### src/rtl/alu_pkg.sv
// Shared encodings for the ARM data-processing sequencer: opcodes, ALU ops, conditions, FSM states.
package alu_pkg;

  localparam logic [3:0] OP_AND = 4'h0, OP_EOR = 4'h1, OP_SUB = 4'h2, OP_RSB = 4'h3;
  localparam logic [3:0] OP_ADD = 4'h4, OP_ADC = 4'h5, OP_SBC = 4'h6, OP_RSC = 4'h7;
  localparam logic [3:0] OP_TST = 4'h8, OP_TEQ = 4'h9, OP_CMP = 4'hA, OP_CMN = 4'hB;
  localparam logic [3:0] OP_ORR = 4'hC, OP_MOV = 4'hD, OP_BIC = 4'hE, OP_MVN = 4'hF;

  localparam logic [3:0] ALU_AND = 4'h0, ALU_EOR = 4'h1, ALU_SUB = 4'h2, ALU_ADD = 4'h4;

  localparam logic [3:0] COND_EQ = 4'h0, COND_NE = 4'h1, COND_CS = 4'h2, COND_CC = 4'h3;
  localparam logic [3:0] COND_MI = 4'h4, COND_PL = 4'h5, COND_VS = 4'h6, COND_VC = 4'h7;
  localparam logic [3:0] COND_HI = 4'h8, COND_LS = 4'h9, COND_GE = 4'hA, COND_LT = 4'hB;
  localparam logic [3:0] COND_GT = 4'hC, COND_LE = 4'hD, COND_AL = 4'hE;

  localparam logic [1:0] ST_IDLE = 2'd0, ST_EXEC = 2'd1, ST_WB = 2'd2;

  // nzcv is {N,Z,C,V}; 1111 is treated as always.
  function automatic logic cond_pass(input logic [3:0] cond, input logic [3:0] nzcv);
    logic n, z, c, v;
    {n, z, c, v} = nzcv;
    case (cond)
      COND_EQ: cond_pass = z;
      COND_NE: cond_pass = !z;
      COND_CS: cond_pass = c;
      COND_CC: cond_pass = !c;
      COND_MI: cond_pass = n;
      COND_PL: cond_pass = !n;
      COND_VS: cond_pass = v;
      COND_VC: cond_pass = !v;
      COND_HI: cond_pass = c && !z;
      COND_LS: cond_pass = !c || z;
      COND_GE: cond_pass = (n == v);
      COND_LT: cond_pass = (n != v);
      COND_GT: cond_pass = !z && (n == v);
      COND_LE: cond_pass = z || (n != v);
      default: cond_pass = 1'b1;
    endcase
  endfunction

endpackage

### src/rtl/alu_op_map.sv
// Combinational ARM DP opcode decoder: ALU op select, register write-back enable, compare flag.
module alu_op_map
  import alu_pkg::*;
(
  input  logic [3:0] i_opcode,
  output logic [3:0] o_alu_op,
  output logic       o_writes_rd,
  output logic       o_is_compare
);

  always_comb begin
    o_alu_op     = i_opcode;
    o_writes_rd  = 1'b1;
    o_is_compare = 1'b0;
    case (i_opcode)
      OP_TST: begin o_alu_op = ALU_AND; o_writes_rd = 1'b0; o_is_compare = 1'b1; end
      OP_TEQ: begin o_alu_op = ALU_EOR; o_writes_rd = 1'b0; o_is_compare = 1'b1; end
      OP_CMP: begin o_alu_op = ALU_SUB; o_writes_rd = 1'b0; o_is_compare = 1'b1; end
      OP_CMN: begin o_alu_op = ALU_ADD; o_writes_rd = 1'b0; o_is_compare = 1'b1; end
      default: ;
    endcase
  end

endmodule

### src/rtl/alu_dp_sequencer.sv
// IDLE->EXEC->WB sequencer for ARM DP ops: wb_en/done two cycles after accept, req_ready only in IDLE.
// Build option COND_CHECK_EN enables condition-code gating of write-back and flag update.
module alu_dp_sequencer
  import alu_pkg::*;
#(
  parameter int REG_AW = 4,
  parameter int DW     = 32
) (
  input  logic              clk,
  input  logic              rst_n,
  input  logic              req_valid,
  output logic              req_ready,
  input  logic [3:0]        req_opcode,
  input  logic              req_s,
  input  logic [3:0]        req_cond,
  input  logic [REG_AW-1:0] req_rd,
  input  logic [DW-1:0]     req_a,
  input  logic [DW-1:0]     req_b,
  input  logic              req_shift_c,
  output logic [3:0]        alu_op,
  output logic [DW-1:0]     alu_a,
  output logic [DW-1:0]     alu_b,
  output logic              alu_shc,
  output logic              alu_cf,
  output logic              alu_vf,
  input  logic [DW-1:0]     alu_f,
  input  logic [3:0]        alu_nzcv,
  output logic              wb_en,
  output logic [REG_AW-1:0] wb_addr,
  output logic [DW-1:0]     wb_data,
  output logic [3:0]        cpsr_nzcv,
  output logic              done
);

  logic [1:0]        r_state;
  logic              r_rdy;
  logic [3:0]        r_opcode;
  logic              r_s;
  logic [REG_AW-1:0] r_rd;
  logic [DW-1:0]     r_a;
  logic [DW-1:0]     r_b;
  logic              r_shc;
  logic              r_wb_en;
  logic [DW-1:0]     r_wb_data;
  logic              r_done;
  logic [3:0]        r_nzcv;
  logic [3:0]        w_alu_op;
  logic              w_writes_rd;
  logic              w_is_compare;
  logic              w_cond_ok;

  alu_op_map u_op_map (
    .i_opcode     (r_opcode),
    .o_alu_op     (w_alu_op),
    .o_writes_rd  (w_writes_rd),
    .o_is_compare (w_is_compare)
  );

`ifdef COND_CHECK_EN
  logic [3:0] r_cond;

  always_ff @(posedge clk or negedge rst_n) begin
    if (!rst_n)                                  r_cond <= 4'h0;
    else if (r_state == ST_IDLE && r_rdy && req_valid) r_cond <= req_cond;
  end

  assign w_cond_ok = cond_pass(r_cond, r_nzcv);
`else
  logic w_unused_cond;
  assign w_unused_cond = ^req_cond;
  assign w_cond_ok     = 1'b1;
`endif

  // r_rdy is registered so req_ready reads 0 while reset is held.
  always_ff @(posedge clk or negedge rst_n) begin
    if (!rst_n) begin
      r_state   <= ST_IDLE;
      r_rdy     <= 1'b0;
      r_opcode  <= '0;
      r_s       <= 1'b0;
      r_rd      <= '0;
      r_a       <= '0;
      r_b       <= '0;
      r_shc     <= 1'b0;
      r_wb_en   <= 1'b0;
      r_wb_data <= '0;
      r_done    <= 1'b0;
      r_nzcv    <= 4'b0000;
    end else begin
      r_wb_en <= 1'b0;
      r_done  <= 1'b0;
      case (r_state)
        ST_IDLE: begin
          r_rdy <= 1'b1;
          if (r_rdy && req_valid) begin
            r_opcode <= req_opcode;
            r_s      <= req_s;
            r_rd     <= req_rd;
            r_a      <= req_a;
            r_b      <= req_b;
            r_shc    <= req_shift_c;
            r_rdy    <= 1'b0;
            r_state  <= ST_EXEC;
          end
        end
        ST_EXEC: begin
          r_wb_data <= alu_f;
          r_wb_en   <= w_cond_ok && w_writes_rd;
          r_done    <= 1'b1;
          if (w_cond_ok && (r_s || w_is_compare)) r_nzcv <= alu_nzcv;
          r_state   <= ST_WB;
        end
        ST_WB: begin
          r_rdy   <= 1'b1;
          r_state <= ST_IDLE;
        end
        default: r_state <= ST_IDLE;
      endcase
    end
  end

  assign req_ready = r_rdy;
  assign alu_op    = w_alu_op;
  assign alu_a     = r_a;
  assign alu_b     = r_b;
  assign alu_shc   = r_shc;
  assign alu_cf    = r_nzcv[1];
  assign alu_vf    = r_nzcv[0];
  assign wb_en     = r_wb_en;
  assign wb_addr   = r_rd;
  assign wb_data   = r_wb_data;
  assign cpsr_nzcv = r_nzcv;
  assign done      = r_done;

endmodule

### config.mk
export PLATFORM = sky130hd
export DESIGN_NAME = alu_dp_sequencer
export DESIGN_NICKNAME = d
export VERILOG_FILES = /design/src/rtl/alu_pkg.sv /design/src/rtl/alu_op_map.sv /design/src/rtl/alu_dp_sequencer.sv
export SDC_FILE = /design/constraint.sdc
export NUM_CORES = 1
export LEC_CHECK = 0
export ABC_AREA = 1
export CAP_MARGIN = 15
export CORE_ASPECT_RATIO = 0.7
export CORE_MARGIN = 3
export CORE_UTILIZATION = 44
export CTS_BUF_LIST = sky130_fd_sc_hd__clkbuf_4 sky130_fd_sc_hd__clkbuf_8
export DETAILED_ROUTE_END_ITERATION = 8
export PLACE_DENSITY = 0.9
export SLEW_MARGIN = 0
export SYNTH_ARGS = -nofsm -noshare
export SYNTH_HDL_FRONTEND = slang
export SYNTH_HIERARCHICAL = 1
export SYNTH_SLANG_ARGS = --single-unit
### constraint.sdc
create_clock -name clk -period 2.8 [get_ports clk]
set_input_delay 0.56 -clock clk [delete_from_list [all_inputs] [get_ports clk]]
set_output_delay 0.56 -clock clk [all_outputs]
set_load 0.02 [all_outputs]
==> run metrics <==
status=complete, no violations; depth of the CTS H-tree=4; final period utilization=around four fifths; commonest non-fill, non-tap cell in the layout=nand2_1; largest area contributor in the netlist=dfrtp_1; YS warnings=6; drt initial violations=217; Max Cap Viol=0; Synth top area share=63.4%; Reg clk slew, reported paths=about 0.070 ns; register area share after synthesis=63.4%; min cycle time layout=2.26 ns; P&R area growth vs syn=60.0%; grt total ovfl=0; vias in the first global route=4403; worst slew pin tran=0.960 ns; via count=4267; cell area after synthesis=0.00454 sq mm; initial antenna violation count=0; # port buffers=approximately 230; Post-DRT Antenna Nets=0; final cell count without fillers=869; CTS resizes=0; first-pass GRT wire length=22.0 mm; Setup Buffers After CTS=0; Rows=30; most frequent cells in the layout=nand2_1 (259), clkdlybuf4s50_1 (225), dfrtp_1 (115); final setup vio count=0; Pleak=about 0.0036 uW; layout cell share with drive strength beyond 1=6.34%; Syn Inst Count=509; P per Cell Area=1240 mW/mm^2; GPL Wtd Cong=0.865; Synth area leaders=dfrtp_1 (63%), nand2_1 (22%), nand3_1 (8.8%); critical path startpoint category=flop; synthesis-stage register bit count=115; CTS Hold Buffers Added=0; IO Count=231; cell count after placement=837; Detailed Route WL=13.5 mm; GRT Total Usage=23.9%; Worst setup EP type=output pin; Fin. Hold Viols=0; Arrival @ worst endpoint=around 1.7 ns; setup_tns=0 ns; Die Area=between 0.01 and 0.015 sq mm; HPWL after DPL=9.61 mm; Clock Sinks=115; RSZ-0062 raised after global routing=false; Root Buffer=clkbuf_8; Critical Path Fanout Max=4; Worst Hold Class=in2async; Worst Setup Path Type=reg2out; clk_lat worst skew=0.41 ns; Worst Path Required=2.24 ns; Initial Util=46.0%; clk_skew=0.00796 ns; final worst setup slack=0.543 ns; Mapped Nets=about 630; Max Clk Rate=around 0.44 GHz; CTS tree=built; fin nets=between 800 and 900; Die X=127 um; max_slew headroom=35.9%; final hold slack=roughly 0.10 ns; post-synthesis cell type count=11; vias per std cell=4.91; Remaining DRCs=0; CTS Buffer Depth=2; post-DR wirelength/cell=15.5 um; antenna cells=0; Syn Area/Cell=8.91 sq um; clock buffer count from CTS=17; largest net degree at the start of global routing=59; drt pass-1 iters=5; VDD IR-drop max=611 uV; core area=a little under 0.01 sq mm; Setup WS pre-CTS=0.766 ns; Die H=about 91 um; max-slew violations=0
==> worst paths after layout <==
check / start / slack, ns / to / cells past startpoint
min in group clk: alu_a[16] / 0.47 / alu_a[16] / 2
hold reg to reg: alu_a[16] / 0.47 / alu_a[16] / 2
max in group asynchronous: rst_n / 1.95 / alu_a[3] / 2
hold / removal: rst_n / 0.10 / wb_data[17] / 1
setup reg to reg: r_state[0] / 1.22 / wb_data[26] / 5
setup / recovery: r_opcode[2] / 0.54 / alu_op[1] / 5
==> where the power goes <==
part	internal (uW)	switching (uW)	total [uW]
clock network	886	653	1540
logic	1950	2560	4510
registers	2470	478	2950
total	5300	3690	8990
==> Yosys cell counts <==
| cell type | count |
|---|---|
| nand3_1 | 80 |
| clkbuf_1 | 6 |
| nand2_1 | 260 |
| buf_2 | 12 |
| nor2_2 | 3 |
| inv_1 | 11 |
| buf_4 | 15 |
| o21ai_1 | 1 |
| nor2_1 | 4 |
| dfrtp_1 | 115 |
| inv_2 | 2 |
==> flip-flops by register name, summed over array words and instances (netlist names), 2 cells and up <==
name	cells
alu_b	32
wb_data	32
r_opcode	4
r_state	2
cpsr_nzcv	4
wb_addr	4
alu_a	32
==> kinds of logic after synthesis <==
kind of cell           synth area share, %
buffers and inverters                 5.38
flip-flops                            63.4
AO/OA/AOI/OAI                        0.110
AND/OR/NAND/NOR                       31.1
==> layer usage <==
| metal | routed length, um | GRT usage [%] | share of wire (%) |
|---|---|---|---|
| met5 | 0 | 0 | 0 |
| met4 | 240 | 8.66 | 1.8 |
| met3 | 1370 | 10.3 | 10 |
| met2 | 6710 | 40.1 | 50 |
| met1 | 5160 | 27.2 | 38 |
==> final cells by class <==
| type | count | area [sq um] |
|---|---|---|
| flip-flops and latches | 115 | 2880 |
| well taps | 128 | 160 |
| inverters | 13 | 48.8 |
| multi-input cells | 348 | 1420 |
| repair buffers | 233 | 2350 |
| clock inverters | 10 | 105 |
| fillers | 691 | 2610 |
| clock buffers | 22 | 297 |
==> metrics by stage <==
stage | utilization (%) | total power (uW) | area (sq um)
final | 73.5 | 8990 | 7260
after global routing | 73.5 | 9550 | 7260
after CTS | 73.5 | 9080 | 7260
after detailed placement | 69.5 | 7500 | 6860
after global placement | 69.5 | 7320 | 6860
after floorplan | - | 5300 | 4540
==> worst max-delay path, stage by stage, from the launching register on <==
cell and delay [ns]:
dfrtp_1 0.42, inv_2 0.07, nand3_1 0.08, nand2_1 0.07, inv_1 0.06, clkdlybuf4s50_1 0.59
Note: power is estimated with default switching activity, not from simulation.
